## config.mk

```make
export PLATFORM = sky130hd
export DESIGN_NAME = rco_monitor
export DESIGN_NICKNAME = d
export VERILOG_FILES = /design/src/rtl/rco_monitor.sv
export SDC_FILE = /design/constraint.sdc
export NUM_CORES = 1
export LEC_CHECK = 0
export BUFFER_PORTS_ARGS = -buffer_cell sky130_fd_sc_hd__buf_2
export CAP_MARGIN = 0
export CORE_MARGIN = 5
export CORE_UTILIZATION = 54
export DETAILED_ROUTE_END_ITERATION = 7
export PLACE_DENSITY = 0.75
export SLEW_MARGIN = 20
export SYNTH_ARGS = -nofsm -noshare
export SYNTH_HDL_FRONTEND = slang
export SYNTH_SLANG_ARGS = --single-unit
export TNS_END_PERCENT = 1
```

## constraint.sdc

```tcl
create_clock -name clk -period 3.6 [get_ports clk]
set_clock_uncertainty 0.2 [all_clocks]
set_input_delay 1.08 -clock clk [delete_from_list [all_inputs] [get_ports clk]]
set_output_delay 1.08 -clock clk [all_outputs]
set_load 0.005 [all_outputs]
```

## src/rtl/rco_monitor.sv

```systemverilog
// ---------------------------------------------------------------------------
// rco_monitor
//
// Watches an upstream 4-bit counter. It counts rising edges of the counter's
// ripple-carry-out into a saturating wrap counter. It also captures the
// counter value Q into a small show-ahead FIFO whenever the upstream counter
// is loaded.
//
// Build option:
//   RCO_MONITOR_STICKY_OVF_EN  When defined, overflow stays high from the
//                              first dropped push until reset or clr_cnt.
//                              When undefined, overflow is a one-cycle pulse
//                              in the cycle after each dropped push.
//
// Parameters:
//   CNT_W  width of the wrap counter (2..16)
//   DEPTH  capture FIFO depth (power of 2, 2..16); AW = log2(DEPTH)
//
// Ports:
//   clk         clock; all logic runs on its rising edge
//   reset       synchronous, active-high reset; has priority over everything
//   enable      monitor enable (FSM run request and FIFO push qualifier)
//   q_in        upstream counter value Q
//   rco_in      upstream ripple-carry-out
//   load_in     upstream load strobe (push request)
//   clr_cnt     synchronous clear of wrap counter, saturation and overflow
//   rd_en       FIFO pop request
//   wrap_count  number of counted rco rising edges (saturating)
//   sat         wrap_count is pinned at its maximum
//   fifo_data   FIFO head (show-ahead), 0 when empty
//   fifo_empty  FIFO holds no entries
//   fifo_full   FIFO holds DEPTH entries
//   fill        FIFO occupancy
//   overflow    a push was dropped because the FIFO was full
//   state       FSM state: IDLE=00, RUN=01, SAT=10
// ---------------------------------------------------------------------------
module rco_monitor #(
    parameter int CNT_W = 8,
    parameter int DEPTH = 4,
    localparam int AW = $clog2(DEPTH)
) (
    input  logic             clk,
    input  logic             reset,
    input  logic             enable,
    input  logic [3:0]       q_in,
    input  logic             rco_in,
    input  logic             load_in,
    input  logic             clr_cnt,
    input  logic             rd_en,
    output logic [CNT_W-1:0] wrap_count,
    output logic             sat,
    output logic [3:0]       fifo_data,
    output logic             fifo_empty,
    output logic             fifo_full,
    output logic [AW:0]      fill,
    output logic             overflow,
    output logic [1:0]       state
);

`ifdef RCO_MONITOR_STICKY_OVF_EN
    localparam bit STICKY_OVF = 1'b1;
`else
    localparam bit STICKY_OVF = 1'b0;
`endif

    typedef enum logic [1:0] {
        ST_IDLE = 2'b00,
        ST_RUN  = 2'b01,
        ST_SAT  = 2'b10
    } state_t;

    localparam logic [CNT_W-1:0] CNT_MAX    = {CNT_W{1'b1}};
    // One below the maximum: an edge seen here is the one that saturates.
    localparam logic [CNT_W-1:0] CNT_PRE    = CNT_MAX - CNT_W'(1);
    localparam logic [AW:0]      FULL_LEVEL = (AW+1)'(DEPTH);

    // ------------------------------------------------------------------
    // rco edge detection (register runs regardless of enable)
    // ------------------------------------------------------------------
    logic rco_reg;
    logic rco_edge;

    always_ff @(posedge clk) begin
        if (reset) begin
            rco_reg <= 1'b0;
        end else begin
            rco_reg <= rco_in;
        end
    end

    assign rco_edge = rco_in & ~rco_reg;

    // ------------------------------------------------------------------
    // Wrap counter FSM
    // ------------------------------------------------------------------
    state_t           state_reg;
    logic [CNT_W-1:0] wrap_count_reg;
    logic             sat_reg;

    always_ff @(posedge clk) begin
        if (reset) begin
            state_reg      <= ST_IDLE;
            wrap_count_reg <= '0;
            sat_reg        <= 1'b0;
        end else if (clr_cnt) begin
            // Clear wins over any edge arriving in the same cycle.
            wrap_count_reg <= '0;
            sat_reg        <= 1'b0;
            state_reg      <= enable ? ST_RUN : ST_IDLE;
        end else begin
            case (state_reg)
                ST_IDLE: begin
                    if (enable) begin
                        state_reg <= ST_RUN;
                    end
                end
                ST_RUN: begin
                    if (rco_edge && (wrap_count_reg >= CNT_PRE)) begin
                        // Saturating edge takes precedence over enable
                        // dropping, so the count is never lost.
                        wrap_count_reg <= CNT_MAX;
                        sat_reg        <= 1'b1;
                        state_reg      <= ST_SAT;
                    end else begin
                        if (rco_edge) begin
                            wrap_count_reg <= wrap_count_reg + CNT_W'(1);
                        end
                        if (!enable) begin
                            state_reg <= ST_IDLE;
                        end
                    end
                end
                ST_SAT: begin
                    // Held until clr_cnt or reset; enable has no effect.
                    state_reg <= ST_SAT;
                end
                default: begin
                    state_reg <= ST_IDLE;
                end
            endcase
        end
    end

    // ------------------------------------------------------------------
    // Capture FIFO
    // ------------------------------------------------------------------
    logic [3:0]    mem [DEPTH];
    logic [AW-1:0] wr_ptr_reg;
    logic [AW-1:0] rd_ptr_reg;
    logic [AW:0]   fill_reg;
    logic          overflow_reg;

    logic empty_int;
    logic full_int;
    logic push_req;
    logic pop_ok;
    logic push_ok;
    logic drop;

    assign empty_int = (fill_reg == '0);
    assign full_int  = (fill_reg == FULL_LEVEL);
    assign push_req  = load_in & enable;
    // A pop is only honoured when there is something to pop, so a push
    // and pop on an empty FIFO degenerates to a plain push.
    assign pop_ok    = rd_en & ~empty_int;
    // When full, a same-cycle pop frees the slot the push needs.
    assign push_ok   = push_req & (~full_int | pop_ok);
    assign drop      = push_req & full_int & ~pop_ok;

    // Storage is not reset; the empty flag masks stale contents.
    always_ff @(posedge clk) begin
        if (!reset && push_ok) begin
            mem[wr_ptr_reg] <= q_in;
        end
    end

    always_ff @(posedge clk) begin
        if (reset) begin
            wr_ptr_reg <= '0;
            rd_ptr_reg <= '0;
            fill_reg   <= '0;
        end else begin
            // Pointers wrap naturally because DEPTH is a power of 2.
            if (push_ok) begin
                wr_ptr_reg <= wr_ptr_reg + AW'(1);
            end
            if (pop_ok) begin
                rd_ptr_reg <= rd_ptr_reg + AW'(1);
            end
            case ({push_ok, pop_ok})
                2'b10:   fill_reg <= fill_reg + (AW+1)'(1);
                2'b01:   fill_reg <= fill_reg - (AW+1)'(1);
                default: fill_reg <= fill_reg;
            endcase
        end
    end

    always_ff @(posedge clk) begin
        if (reset || clr_cnt) begin
            overflow_reg <= 1'b0;
        end else begin
            overflow_reg <= drop | (STICKY_OVF & overflow_reg);
        end
    end

    // ------------------------------------------------------------------
    // Outputs
    // ------------------------------------------------------------------
    assign wrap_count = wrap_count_reg;
    assign sat        = sat_reg;
    assign state      = state_reg;
    assign fill       = fill_reg;
    assign fifo_empty = empty_int;
    assign fifo_full  = full_int;
    assign overflow   = overflow_reg;
    assign fifo_data  = empty_int ? 4'd0 : mem[rd_ptr_reg];

endmodule

```

# Word level (Yosys, flattened, before mapping)
# Memory sizes are Yosys's and may differ from the RTL's. A register that Yosys moved wholly into a read port is not among the register bits.
# Index checks and enable logic that the tools add are counted.
[totals]
register_bits = 20
ramBits = 16
inputBits = 11
out_inout_bits = 21
elab_cells = 59
mem_count = 1
[op_classes]
n_addsub = 5
magnitude_cmp = 1
n_eq_ne = 7
muxes = 14
bitwise_logic = 11
reduce_logical = 12
[memory_table]
columns = ["memory", "words", "width", "read_ports", "rd_clocked_by_memory_dff", "write_ports", "line_no", "text"]
rows = [
  ["mem", 4, 4, 1, 1, 1, "147", "logic [3:0] mem [DEPTH];"],
]
[op_table]
columns = ["operator", "count"]
rows = [
  ["8-bit 2-to-1 mux", 2],
  ["2-bit 2-to-1 mux", 6],
  ["8-bit by 1-bit adder with 8-bit output (second input constant)", 1],
  ["8-bit greater-or-equal comparator (second input constant)", 1],
  ["1-bit bitwise AND", 6],
  ["2-bit one-hot mux with 3 select lines", 1],
  ["3-bit one-hot mux with 2 select lines", 1],
  ["2-bit AND reduction", 3],
  ["2-bit by 1-bit adder with 2-bit output (second input constant)", 2],
  ["2-bit by 1-bit == test with 1-bit output (second input constant)", 2],
  ["2-bit == test (second input constant)", 2],
  ["4-bit 2-to-1 mux", 1],
  ["4-bit inequality test (second input constant)", 1],
  ["1-bit NOT", 4],
  ["2-bit nonzero test", 2],
  ["3-bit by 1-bit adder with 3-bit output (second input constant)", 1],
  ["3-bit == test (second input constant)", 1],
  ["3-bit zero test", 1],
  ["1-bit 2-to-1 mux", 3],
  ["3-bit inequality test (second input constant)", 1],
  ["3-bit by 1-bit subtractor with 3-bit output (second input constant)", 1],
  ["1-bit logical AND", 2],
  ["2-bit zero test", 1],
  ["2-bit OR reduction", 1],
  ["other kinds (3)", 3],
]

# Longest topological paths before layout
# Gate-level depths: netlist of the first run.
[depth]
ltp_word = 8
depth_mapped = 9
ltp_nobuf = 8

# Worst setup path before layout of the first run
# No wires, ideal clock.
[synth_path]
path_type = "input port to flip-flop"
from = "in rd_en"
to = "reg fill_reg[2], in the netlist fill[2]"
setup_ns = 0.132
arrival_time_ns = 2.550
required_time_ns = 3.268
slack_ns = 0.718
stages = 8
path_buffers = 1
path_cell_list = "buf_2 > inv_1 > nor2_2 > nand2_1 > fa_1 > or3_1 > a31oi_1 > a21oi_1"
[synth_between]
elab_chain_cells = 5
word_cells_on_any_way = 7
cone_classes = "2 x eq/ne; 1 x mux; 3 x bitwise; 1 x reduce/logical"
[synth_lines]
columns = ["element", "line_no", "text"]
rows = [
  ["from (decl)", "49", "input logic rd_en,"],
  ["1-bit bitwise AND (*)", "165", "assign pop_ok = rd_en & ~empty_int;"],
  ["1-bit OR", "167", "assign push_ok = push_req & (~full_int | pop_ok);"],
  ["1-bit bitwise AND", "167", ""],
  ["2-bit by 1-bit == test with 1-bit output or 2-bit == test (tied branches)", "190", "case ({push_ok, pop_ok})"],
  ["3-bit one-hot mux with 2 select lines or 2-bit nonzero test (tied branches)", "-", ""],
  ["to (signal assigned)", "191", "2'b10: fill_reg <= fill_reg + (AW+1)'(1);"],
  ["to (signal assigned)", "192", "2'b01: fill_reg <= fill_reg - (AW+1)'(1);"],
  ["to (signal assigned)", "193", "default: fill_reg <= fill_reg;"],
  ["to (decl)", "150", "logic [AW:0] fill_reg;"],
]
# Mark *: on every way between the ends. The rest lies on a longest branch, timed or not.
# A chain may end at the register's enable or synchronous reset.

==> results of run 1 <==
per-layer routing:
metal | share of wire, % | vias to the layer above
li1 | - | 617
met1 | 40 | 597
met2 | 54 | 21
met3 | 4.8 | 4
met4 | 0.87 | 0
met5 | 0 | -
logic make-up (layout without fill, tap and decap cells):
kind of cell               after synthesis  count (layout)  share of synthesized area (%)
muxes                                    6               6                          6.295
DFF                                     38              38                          52.65
AOI/OAI and AO/OA                       23              23                          8.083
xor gates and xnor gates                 8               8                          4.435
buffers and inverters                   18              49                          4.863
adders and majority gates                7               7                          5.436
and+or+nand+nor                         54              54                          18.24
metrics by stage:
stage | cells | worst slack [ps] | hold WS [ps] | utilization [%]
CTS | 229 | 642.7 | 254.8 | 65.77
global placement | 221 | 654.0 | 232.5 | 62.15
finish | 229 | 683.6 | 251.9 | 65.77
global route | 229 | 566.1 | 282.7 | 65.77
floorplan | 154 | 717.7 | 242.1 | -
detailed placement | 221 | 567.2 | 239.6 | 62.15
cell type report:
type | count | share of cell area, %
clock buffer | 6 | 2.534
clock inverter | 2 | 2.967
inverter | 10 | 1.916
multi-input combinational | 98 | 36.71
sequential | 38 | 45.49
tap | 44 | 2.719
timing repair buffer | 31 | 7.664
report_power, final:
| group | internal (µW) | leakage [µW] | total (µW) | switching (µW) |
|---|---|---|---|---|
| registers | 464 | 0.000323 | 487 | 23.3 |
| clock network | 235 | 0.0000585 | 375 | 140 |
| logic | 65.4 | 0.000413 | 125 | 59.7 |
| total | 765 | 0.000795 | 987 | 223 |
critical path, cell delays in order, from the launching register on:
cell	delay [ps]
dfxtp_1	490
mux4_2	520
and2_1	170
buf_2	120
how the worst max path moves through the flow:
stage | startpoint | to | slack (ps) | cells after the start
6_report | flop | fifo_data[3] | 680 | 3
5_1_grt | flop | fifo_data[2] | 570 | 3
3_3_place_gp | rd_en | fill[2]$_SDFFE_PP0P_ | 650 | 8
3_5_place_dp | rd_en | fill[2]$_SDFFE_PP0P_ | 570 | 8
4_1_cts | flop | fifo_data[3] | 640 | 3
2_1_floorplan | rd_en | fill[2]$_SDFFE_PP0P_ | 720 | 8
cell usage after synthesis (2+ instances only):
library cell,n,share of area (%)
a21o_1,2,0.86
a21oi_1,7,2.0
a31oi_1,6,2.1
and2_1,8,2.9
and3_1,3,1.1
buf_2,3,0.86
clkbuf_1,2,0.43
dfxtp_1,22,25
edfxtp_1,16,27
ha_1,6,4.3
inv_1,9,1.9
mux2i_1,2,1.1
mux4_2,4,5.2
nand2_1,7,1.5
nand3_1,4,1.1
nand4_1,5,1.8
nor2_1,11,2.4
nor2b_1,2,0.72
o21ai_0,3,0.86
xnor2_1,3,1.5
xor2_1,4,2.0
==> qor.log, run 1 <==
INFO  floorplan      floorplan.die_area=4478µm²
INFO  placed_design  io_buffers=31
INFO  synth          ys_dominant_reg_cell=dfxtp_1
INFO  grt            initial_antenna_violation_count=0
INFO  finish         area.growth.synth_to_final=15.74%
INFO  floorplan      top_level_ports=32
INFO  timing         max_clock_freq=342.9MHz
INFO  placed_design  placed_cell_area=1913µm²
INFO  clock_tree     cts_tree=built
INFO  clock_tree     clkTransAtPathRegs=110ps
INFO  floorplan      core-area=3078µm²
INFO  grt            globalRoute.busiestLayer=met2
INFO  synth          synth_enable_flop_cells=16
INFO  worst_setup_path setup.worst_path.end_class=output port
INFO  pwr            leakage_power_of_the_design=0.0007953µW
INFO  placed_design  hpwl_reported_at_the_end_of_detailed_placement=2406µm
INFO  worst_setup_path critPathLaunchType=flop
INFO  pwr            power=987.4µW
INFO  detailed_routing first_pass_iters=4
INFO  synth          number_of_synthesized_register_bits=38
INFO  finish         layout-drive-gt1-share=27.03%
INFO  worst_setup_path criticalPathCategory=reg2out
INFO  timing         timing_max_transition_violations_final=0
INFO  detailed_routing route.vias.total=1239
INFO  worst_setup_path arrival=1640ps
INFO  clock_tree     cts-root-buf=clkbuf_4
INFO  detailed_routing vias_per_cell=5.410
INFO  worst_setup_path setup_slack_on_the_worst_flop_to_flop_path=1110ps
INFO  timing         finalSetupViolCount=0
INFO  timing         worst_slew_pin_slew=345.8ps
INFO  grt            met1_usage=17.43%
INFO  detailed_routing avgRoutedWirePerCell=14.07µm
INFO  run_status     run_status=finished clean
INFO  detailed_routing ant_nets=0
INFO  synth          synth.yosys.seq_area_share=52.65%
INFO  grt            gr-total-overflow=0
INFO  finish         diodes_inserted=0
INFO  grt            grt.met3_usage=5.396%
INFO  clock_tree     tritoncts.num_buffers=5
INFO  worst_setup_path timing.reg2reg.worst_path_depth=8
INFO  hold_path      hp-class=reg2reg
INFO  timing         post-route-min-period=2916ps
INFO  clock_tree     cts_resized=0
INFO  hold_path      worst_hold_path.endpoint=sat$_SDFFE_PP0P_
INFO  clock_tree     post_cts.repair.setup_buffers=0
INFO  timing         maxSlewHeadroom=76.77%
INFO  finish         multi_input_area=743.2µm²
INFO  worst_setup_path r2r-start=fill[0]$_SDFFE_PP0P_
INFO  placed_design  gp_congestion=0.8534
INFO  grt            grt_usage=16.30%
INFO  clock_tree     ctsHoldBuffers=0
INFO  synth          netlist-cell-type-count=46
INFO  finish         filler_instances=255
INFO  clock_tree     cts.path.max_buffers=2
INFO  synth          ys.warnings.count=0
INFO  timing         period_share=81.01%
INFO  floorplan      die_height=66.92µm
INFO  synth          synthesis.area=1749µm²
INFO  worst_setup_path rr_endpoint=fill[2]$_SDFFE_PP0P_
INFO  floorplan      rows=20
INFO  finish         layout.cell_area.non_filler=2024µm²
INFO  grt            gr-usage-met2=29.58%
INFO  pwr            ir_drop=0.0004214V
INFO  timing         setup_repair_after_global_routing_missed_its_margin=false
INFO  grt            grt_pass1_vias=1225
INFO  hold_path      timing.hold.worst_path_depth=2
INFO  finish         nNetsFinal=202
INFO  detailed_routing remaining_drc_errors=0
INFO  finish         layout.cells.most_common_list=buf_2 (31), dfxtp_1 (22), edfxtp_1 (16)
INFO  detailed_routing wirelength=3223µm
INFO  detailed_routing starting_drc_count_in_detailed_routing=61
INFO  clock_tree     clock-sinks=38
INFO  clock_tree     clock_latency=340ps
INFO  finish         largest_register_ffs=16
INFO  job            cap_violations=0
INFO  pwr            power.density_cell_area=487.7nW/µm²
INFO  worst_setup_path worstPathMaxFanout=4
INFO  grt            grt_first_pass_wirelength=5437µm
INFO  floorplan      die_width=66.92µm
INFO  worst_setup_path crit_required=2320ps
INFO  synth          synth.avg_cell_area=11.36µm²
INFO  floorplan      start_util=56.83%
INFO  timing         final-hold-violation-count=0
INFO  synth          synth_nets=172
INFO  timing         setup_total_negative_slack=0ps
INFO  synth          synthArstFlopShare=0%
INFO  hold_path      min-delay-start=sat$_SDFFE_PP0P_
INFO  finish         area.sequential=920.9µm²
INFO  clock_tree     h-tree-depth=2
INFO  synth          postSynthCellCount=154
INFO  grt            grt_start_max_net_pins=14
INFO  finish         layout.cells.most_common=buf_2
Note: power is estimated with default switching activity, not from simulation.
==> run 2: changes to the inputs <==
--- a/config.mk
+++ b/config.mk
@@ -5,12 +5,13 @@
 export SDC_FILE = /design/constraint.sdc
 export NUM_CORES = 1
 export LEC_CHECK = 0
+export ABC_AREA = 1
 export BUFFER_PORTS_ARGS = -buffer_cell sky130_fd_sc_hd__buf_2
 export CAP_MARGIN = 0
 export CORE_MARGIN = 5
-export CORE_UTILIZATION = 54
+export CORE_UTILIZATION = 49
 export DETAILED_ROUTE_END_ITERATION = 7
-export PLACE_DENSITY = 0.75
+export PLACE_DENSITY = 0.71
 export SLEW_MARGIN = 20
 export SYNTH_ARGS = -nofsm -noshare
 export SYNTH_HDL_FRONTEND = slang
==> constraint.sdc (replaced) <==
create_clock -name clk -period 2.4 [get_ports clk]
set_clock_uncertainty 0.2 [all_clocks]
set_input_delay 0.72 -clock clk [delete_from_list [all_inputs] [get_ports clk]]
set_output_delay 0.72 -clock clk [all_outputs]
set_load 0.005 [all_outputs]
==> qor.log, run 2 <==
INFO  hold_path      min-delay-start=sat$_SDFFE_PP0P_ [unchanged]
INFO  floorplan      rows=22 [was 20]
INFO  detailed_routing avgRoutedWirePerCell=11.75µm [was 14.07 µm]
INFO  synth          synth.mux.area_fraction=0% [was 6.295%]
INFO  detailed_routing remaining_drc_errors=0 [unchanged]
INFO  grt            grt_pass1_vias=1323 [was 1225]
INFO  worst_setup_path crit_required=1480ps [was 2320 ps]
INFO  timing         final-hold-violation-count=0 [unchanged]
INFO  finish         layout-drive-gt1-share=25.40% [was 27.03%]
INFO  timing         setup_slack=198.9ps [was 683.6 ps]
INFO  synth          synthesis.area=1837µm² [was 1749 µm²]
INFO  grt            initial_antenna_violation_count=0 [unchanged]
INFO  grt            gr-total-overflow=0 [unchanged]
INFO  synth          synth_nets=227 [was 172]
INFO  worst_setup_path setup.worst_path.end_class=output port [unchanged]
INFO  synth          netlist-cell-type-count=28 [was 46]
INFO  synth          yosys.area_share.adder=5.177% [was 5.436%]
INFO  finish         largest_register_ffs=16 [unchanged]
INFO  worst_setup_path r2r-start=fill[1]$_SDFFE_PP0P_ [was fill[0]$_SDFFE_PP0P_]
INFO  timing         maxSlewHeadroom=72.56% [was 76.77%]
INFO  floorplan      core-area=3633µm² [was 3078 µm²]
INFO  finish         layout.cells.most_common_list=nor2_1 (32), buf_2 (31), nand2_1 (29) [was buf_2 (31), dfxtp_1 (22), edfxtp_1 (16)]
INFO  synth          post-synth-top-area-fraction=26.16% [was 27.47%]
INFO  finish         filler_instances=350 [was 255]
INFO  worst_setup_path critical_path.n_buffers_inverters=2 [was 1]
INFO  synth          ys.warnings.count=0 [unchanged]
INFO  detailed_routing vias_per_cell=4.909 [was 5.410]
INFO  grt            grt_usage=14.87% [was 16.30%]
INFO  synth          synthSimpleGateAreaFrac=26.91% [was 18.24%]
INFO  detailed_routing ant_nets=0 [unchanged]
INFO  clock_tree     clock-sinks=38 [unchanged]
INFO  floorplan      start_util=50.55% [was 56.83%]
INFO  timing         setup_repair_after_global_routing_missed_its_margin=false [unchanged]
INFO  clock_tree     h-tree-depth=2 [unchanged]
INFO  floorplan      floorplan.die_area=5073µm² [was 4478 µm²]
INFO  hold_path      worst_hold_path.endpoint=sat$_SDFFE_PP0P_ [unchanged]
INFO  finish         area.growth.synth_to_final=17.17% [was 15.74%]
INFO  floorplan      die_width=71.23µm [was 66.92 µm]
INFO  clock_tree     cts.path.max_buffers=2 [unchanged]
INFO  timing         timing_max_transition_violations_final=0 [unchanged]
INFO  clock_tree     cts_tree=built [unchanged]
INFO  synth          synth_top_cell_by_area=edfxtp_1 [unchanged]
INFO  timing         max_clock_freq=454.3MHz
INFO  timing         period_share=91.71%
INFO  floorplan      die_height=71.23µm [was 66.92 µm]
INFO  worst_setup_path worstPathMaxFanout=9 [was 4]
INFO  synth          synthArstFlopShare=0% [unchanged]
INFO  synth          netlist_top_cells_count=nor2_1 (32), nand2_1 (29), inv_1 (28), dfxtp_1 (22), a21oi_1 (18) [was dfxtp_1 (22), edfxtp_1 (16), nor2_1 (11), inv_1 (9), and2_1 (8)]
INFO  timing         setup_total_negative_slack=0ps [unchanged]
INFO  pwr            leakage_power_of_the_design=0.0009798µW [was 0.0007953 µW]
INFO  hold_path      timing.hold.worst_path_depth=2 [unchanged]
INFO  floorplan      top_level_ports=32 [unchanged]
INFO  clock_tree     clock_latency=290ps [was 340 ps]
INFO  synth          synth.top_cells.by_area=edfxtp_1 (26%), dfxtp_1 (24%), nor2_1 (6.5%) [was edfxtp_1 (27%), dfxtp_1 (25%), mux4_2 (5.2%)]
INFO  placed_design  placed_cell_area=2054µm² [was 1913 µm²]
INFO  job            cap_violations=0 [unchanged]
INFO  worst_setup_path criticalPathCategory=reg2out [unchanged]
INFO  run_status     run_status=finished clean [unchanged]
INFO  hold_path      hp-class=reg2reg [unchanged]
INFO  synth          postSynthCellCount=209 [was 154]
INFO  clock_tree     tritoncts.num_buffers=5 [unchanged]
INFO  detailed_routing first_pass_iters=4 [unchanged]
INFO  clock_tree     post_cts.repair.setup_buffers=0 [unchanged]
INFO  timing         post-route-min-period=2201ps
INFO  grt            grt_start_max_net_pins=13 [was 14]
INFO  finish         nNetsFinal=265 [was 202]
INFO  synth          xor_xnor_share_of_the_synthesized_area=0.4768% [was 4.435%]
INFO  synth          synth.yosys.seq_area_share=50.14% [was 52.65%]
INFO  grt            grt_first_pass_wirelength=5871µm [was 5437 µm]
INFO  pwr            ir_drop=0.0004114V [was 0.0004214 V]
INFO  placed_design  detailedPlace.worstSlack=238.8ps [was 567.2 ps]
INFO  worst_setup_path rr_endpoint=fill[2]$_SDFFE_PP0P_ [unchanged]
INFO  pwr            power.density_cell_area=693.9nW/µm² [was 487.7 nW/µm²]
INFO  synth          ys_dominant_reg_cell=dfxtp_1 [unchanged]
INFO  synth          synth_enable_flop_cells=16 [unchanged]
INFO  worst_setup_path critPathTopFamily=flip-flops [was multiplexers]
INFO  timing         finalSetupViolCount=0 [unchanged]
INFO  timing         worst_slew_pin_slew=410.1ps [was 345.8 ps]
INFO  worst_setup_path critical_path.max_stage_delay=430ps [was 520 ps]
INFO  detailed_routing wirelength=3478µm [was 3223 µm]
INFO  clock_tree     cts-root-buf=clkbuf_8 [was clkbuf_4]
INFO  finish         layout.cell_area.non_filler=2152µm² [was 2024 µm²]
INFO  worst_setup_path setup_slack_on_the_worst_flop_to_flop_path=530ps [was 1110 ps]
INFO  worst_setup_path timing.reg2reg.worst_path_depth=10 [was 8]
INFO  worst_setup_path critical-path-slowest-cell=dfxtp_2 [was mux4_2]
INFO  detailed_routing route.vias.total=1453 [was 1239]
INFO  synth          number_of_synthesized_register_bits=38 [unchanged]
INFO  placed_design  hpwl_reported_at_the_end_of_detailed_placement=2667µm [was 2406 µm]
INFO  synth          synth_compound_gate_area_share=10.49% [was 8.083%]
INFO  placed_design  io_buffers=31 [unchanged]
INFO  synth          synthMostInstantiatedCell=nor2_1 [was dfxtp_1]
INFO  synth          synth.avg_cell_area=8.788µm² [was 11.36 µm²]
INFO  placed_design  gp_congestion=0.7883 [was 0.8534]
INFO  synth          synth_top_family_by_area=simple AND/OR/NAND/NOR gates [unchanged]
INFO  worst_setup_path arrival=1280ps [was 1640 ps]
INFO  worst_setup_path crit_path_cell_trace=inv_1 -> o21ai_0 -> a21oi_1 -> buf_2 [was mux4_2 -> and2_1 -> buf_2]
INFO  clock_tree     clkTransAtPathRegs=70ps [was 110 ps]
INFO  finish         layout.cells.most_common=nor2_1 [was buf_2]
INFO  worst_setup_path critPathLaunchType=flop [unchanged]
INFO  finish         diodes_inserted=0 [unchanged]
INFO  detailed_routing starting_drc_count_in_detailed_routing=64 [was 61]
INFO  timing         hold-worst-slack=255.2ps [was 251.9 ps]
[run 2: area by class of cell]
class	instances	area (µm²)	area share, %
Clock inverter	2	12.51	0.5814
Tap cell	48	60.06	2.791
Clock buffer	6	82.58	3.837
Sequential cell	38	923.4	42.91
Timing Repair Buffer	32	162.7	7.558
Multi-Input combinational cell	138	790.8	36.74
Inverter	32	120.1	5.581
[run 2: worst min-delay path, delay by kind of cell (launching register included)]
| family | cells | cell delay (ps) |
|---|---|---|
| compound gates | 1 | 50 |
| buf+inv | 1 | 50 |
| flops | 1 | 310 |
[run 2: kinds of logic after synthesis]
kind of cell | count (synthesis)
xor+xnor | 1
fa+ha+maj | 7
buf+inv | 33
simple gates | 93
flops | 38
compound gates | 37
[run 2: how the worst max path moves through the flow]
stage,to,slack [ps],cells past startpoint
after floorplan,fill[2]$_SDFFE_PP0P_,420,8
after global placement,fill[2]$_SDFFE_PP0P_,260,9
after detailed placement,fill[2]$_SDFFE_PP0P_,240,9
after CTS,fifo_data[3],30,4
after global routing,fifo_data[3],30,4
final,fifo_data[3],200,4
[run 2: what timing repair did]
| action | 4_1_cts | 5_1_grt |
|---|---|---|
| endpoints found under the setup margin | 0 | 4 |
| gates resized for setup | 0 | 2 |
| hold buffers | 0 | 0 |
[run 2: report_power, final]
part,leakage (µW),internal (µW),switching [µW]
combinational,0.000608,115,182
sequential,0.000325,709,32.8
clock,0.0000472,231,224
[run 2: per-layer routing]
metal / GRT usage (%) / vias to the layer above / share of wire [%]
met4: 6.263 / 0 / 2.0
li1: - / 756 / -
met1: 18.95 / 658 / 47
met3: 5.049 / 7 / 5.4
met5: 0 / - / 0
met2: 23.06 / 32 / 46
[run 2: through the flow]
| step | std cells | total power (µW) | util, % |
|---|---|---|---|
| 5_1_grt | 296 | 1583 | 59.23 |
| 2_1_floorplan | 209 | 943.2 | - |
| 3_5_place_dp | 288 | 1055 | 56.54 |
| 4_1_cts | 296 | 1511 | 59.16 |
| 3_3_place_gp | 288 | 1050 | 56.54 |
| 6_report | 296 | 1493 | 59.23 |
==> run 3: changes to the inputs <==
--- a/config.mk
+++ b/config.mk
@@ -12,6 +12,7 @@
 export CORE_UTILIZATION = 49
 export DETAILED_ROUTE_END_ITERATION = 7
 export PLACE_DENSITY = 0.71
+export RECOVER_POWER = 25
 export SLEW_MARGIN = 20
 export SYNTH_ARGS = -nofsm -noshare
 export SYNTH_HDL_FRONTEND = slang
==> qor.log, run 3 (same netlist as run 2, synthesis figures left out) <==
INFO  pwr            ir_drop=0.0004112V [was 0.0004114 V]
INFO  timing         post-route-min-period=2201ps [about the same]
INFO  floorplan      rows=22 [unchanged]
INFO  clock_tree     clkTransAtPathRegs=70ps [about the same]
INFO  finish         largest_register_ffs=16 [unchanged]
INFO  worst_setup_path rr_endpoint=fill[2]$_SDFFE_PP0P_ [unchanged]
INFO  placed_design  gp_congestion=0.7883 [unchanged]
INFO  timing         maxSlewHeadroom=72.56% [unchanged]
INFO  hold_path      min-delay-start=sat$_SDFFE_PP0P_ [unchanged]
INFO  timing         timing_max_transition_violations_final=0 [unchanged]
INFO  timing         max_clock_freq=454.3MHz [about the same]
INFO  timing         worst_slew_pin_slew=410.1ps [unchanged]
INFO  hold_path      worst_hold_path.endpoint=sat$_SDFFE_PP0P_ [unchanged]
INFO  clock_tree     clock_latency=290ps [about the same]
INFO  detailed_routing remaining_drc_errors=0 [unchanged]
INFO  floorplan      floorplan.die_area=5073µm² [unchanged]
INFO  finish         layout.cells.most_common_list=nor2_1 (32), nand2_1 (29), inv_1 (28) [was nor2_1 (32), buf_2 (31), nand2_1 (29)]
INFO  hold_path      timing.hold.worst_path_depth=2 [unchanged]
INFO  floorplan      top_level_ports=32 [unchanged]
INFO  floorplan      start_util=50.55% [unchanged]
INFO  grt            grt_usage=14.87% [unchanged]
INFO  worst_setup_path critical-path-slowest-cell=dfxtp_2 [unchanged]
INFO  detailed_routing route.vias.total=1455 [was 1453]
INFO  worst_setup_path crit_path_cell_trace=inv_1 -> o21ai_0 -> a21oi_1 -> buf_2 [unchanged]
INFO  worst_setup_path critical_path.max_stage_delay=430ps [about the same]
INFO  pwr            power.density_cell_area=694.8nW/µm² [was 693.9 nW/µm²]
INFO  timing         hold-worst-slack=255.2ps [about the same]
INFO  job            cap_violations=0 [unchanged]
INFO  detailed_routing vias_per_cell=4.916 [was 4.909]
INFO  detailed_routing first_pass_iters=4 [unchanged]
INFO  clock_tree     clock-sinks=38 [unchanged]
INFO  worst_setup_path critical_path.n_buffers_inverters=2 [unchanged]
INFO  worst_setup_path arrival=1280ps [about the same]
INFO  floorplan      die_width=71.23µm [unchanged]
INFO  grt            grt_first_pass_wirelength=5871µm [unchanged]
INFO  grt            gr-total-overflow=0 [unchanged]
INFO  worst_setup_path r2r-start=fill[1]$_SDFFE_PP0P_ [unchanged]
INFO  placed_design  placed_cells=288 [unchanged]
INFO  detailed_routing starting_drc_count_in_detailed_routing=64 [unchanged]
INFO  finish         diodes_inserted=0 [unchanged]
INFO  placed_design  placed_cell_area=2054µm² [unchanged]
INFO  floorplan      core-area=3633µm² [unchanged]
INFO  timing         period_share=91.71% [about the same]
INFO  detailed_routing avgRoutedWirePerCell=11.74µm [was 11.75 µm]
INFO  grt            grt_start_max_net_pins=13 [unchanged]
INFO  grt            grt_pass1_vias=1323 [unchanged]
INFO  pwr            power=1491µW [was 1493 µW]
INFO  finish         layout.cells.most_common=nor2_1 [unchanged]
INFO  timing         setup_repair_after_global_routing_missed_its_margin=false [unchanged]
INFO  grt            initial_antenna_violation_count=0 [unchanged]
INFO  finish         layout.cell_area.non_filler=2146µm² [was 2152 µm²]
INFO  worst_setup_path critPathTopFamily=flip-flops [unchanged]
INFO  placed_design  io_buffers=31 [unchanged]
INFO  detailed_routing wirelength=3476µm [was 3478 µm]
INFO  finish         area.growth.synth_to_final=16.83% [was 17.17%]
INFO  run_status     run_status=finished clean [unchanged]
INFO  clock_tree     cts-root-buf=clkbuf_8 [unchanged]
INFO  clock_tree     cts_tree=built [unchanged]
INFO  floorplan      die_height=71.23µm [unchanged]
INFO  worst_setup_path worstPathMaxFanout=9 [unchanged]
INFO  finish         fin_cells=296 [unchanged]
INFO  timing         setup_total_negative_slack=0ps [unchanged]
INFO  detailed_routing ant_nets=0 [unchanged]
INFO  hold_path      hp-class=reg2reg [unchanged]
INFO  timing         finalSetupViolCount=0 [unchanged]
INFO  worst_setup_path criticalPathCategory=reg2out [unchanged]
INFO  worst_setup_path crit_required=1480ps [about the same]
INFO  worst_setup_path setup_slack_on_the_worst_flop_to_flop_path=530ps [about the same]
INFO  clock_tree     tritoncts.num_buffers=5 [unchanged]
INFO  worst_setup_path critPathLaunchType=flop [unchanged]
INFO  worst_setup_path timing.reg2reg.worst_path_depth=10 [unchanged]
INFO  clock_tree     h-tree-depth=2 [unchanged]
INFO  clock_tree     ctsHoldBuffers=0 [unchanged]
INFO  finish         layout-drive-gt1-share=23.39% [was 25.40%]
INFO  pwr            leakage_power_of_the_design=0.0009660µW [was 0.0009798 µW]
INFO  finish         nNetsFinal=265 [unchanged]
INFO  placed_design  hpwl_reported_at_the_end_of_detailed_placement=2667µm [unchanged]
INFO  timing         final-hold-violation-count=0 [unchanged]
INFO  worst_setup_path setup.worst_path.end_class=output port [unchanged]
INFO  clock_tree     cts.path.max_buffers=2 [unchanged]
==> run 3: cell types whose count changed in the layout (fill, tap and decap cells not counted), sizes merged <==
cell | previous run | this run
clkbuf | 6 | 11
buf | 32 | 27
==> run 3: how the worst max path moves through the flow <==
stage / from / end / slack [ps] / depth (start not counted)
6_report: flop / fifo_data[3] / 200 / 4
5_1_grt: flop / fifo_data[3] / 30 / 4
4_1_cts: flop / fifo_data[3] / 30 / 4
3_5_place_dp: rd_en / fill[2]$_SDFFE_PP0P_ / 240 / 9
3_3_place_gp: rd_en / fill[2]$_SDFFE_PP0P_ / 260 / 9
2_1_floorplan: rd_en / fill[2]$_SDFFE_PP0P_ / 420 / 8
==> run 3: per-layer routing <==
metal  up-vias  track usage, %  routed length, µm
met5         -               0                  0
li1        756               -                  -
met4         0           6.263                 71
met1       660           18.95               1614
met3         7           5.049                189
met2        32           23.06               1600
==> run 3: layout make-up <==
class	count	area, µm²
well taps	48	60.06
flip-flops and latches	38	923.4
fillers	351	1488
inverters	32	120.1
clock inverters	2	12.51
repair buffers	32	156.4
clock buffers	6	82.58
multi-input cells	138	790.8
==> run 3: stage by stage <==
stage	worst slack, ps	utilization (%)
after floorplan	424.6	-
after global placement	261.0	56.54
after detailed placement	238.8	56.54
after CTS	32.19	59.16
after global routing	33.04	59.06
final	199.0	59.06
==> run 3: power breakdown <==
part           switching (µW)  internal (µW)
logic                     181            114
registers                32.6            709
clock network             224            231
==> run 3: what timing repair did <==
item | 4_1_cts | 5_1_grt
setup endpoints to repair | 0 | 4
setup buffers | 0 | 0
resized for setup | 0 | 2
==> run 3: tightest hold or removal path, stage by stage (launching register included) <==
cell and delay [ps]:
dfxtp_1 310, inv_1 50, a21oi_1 50
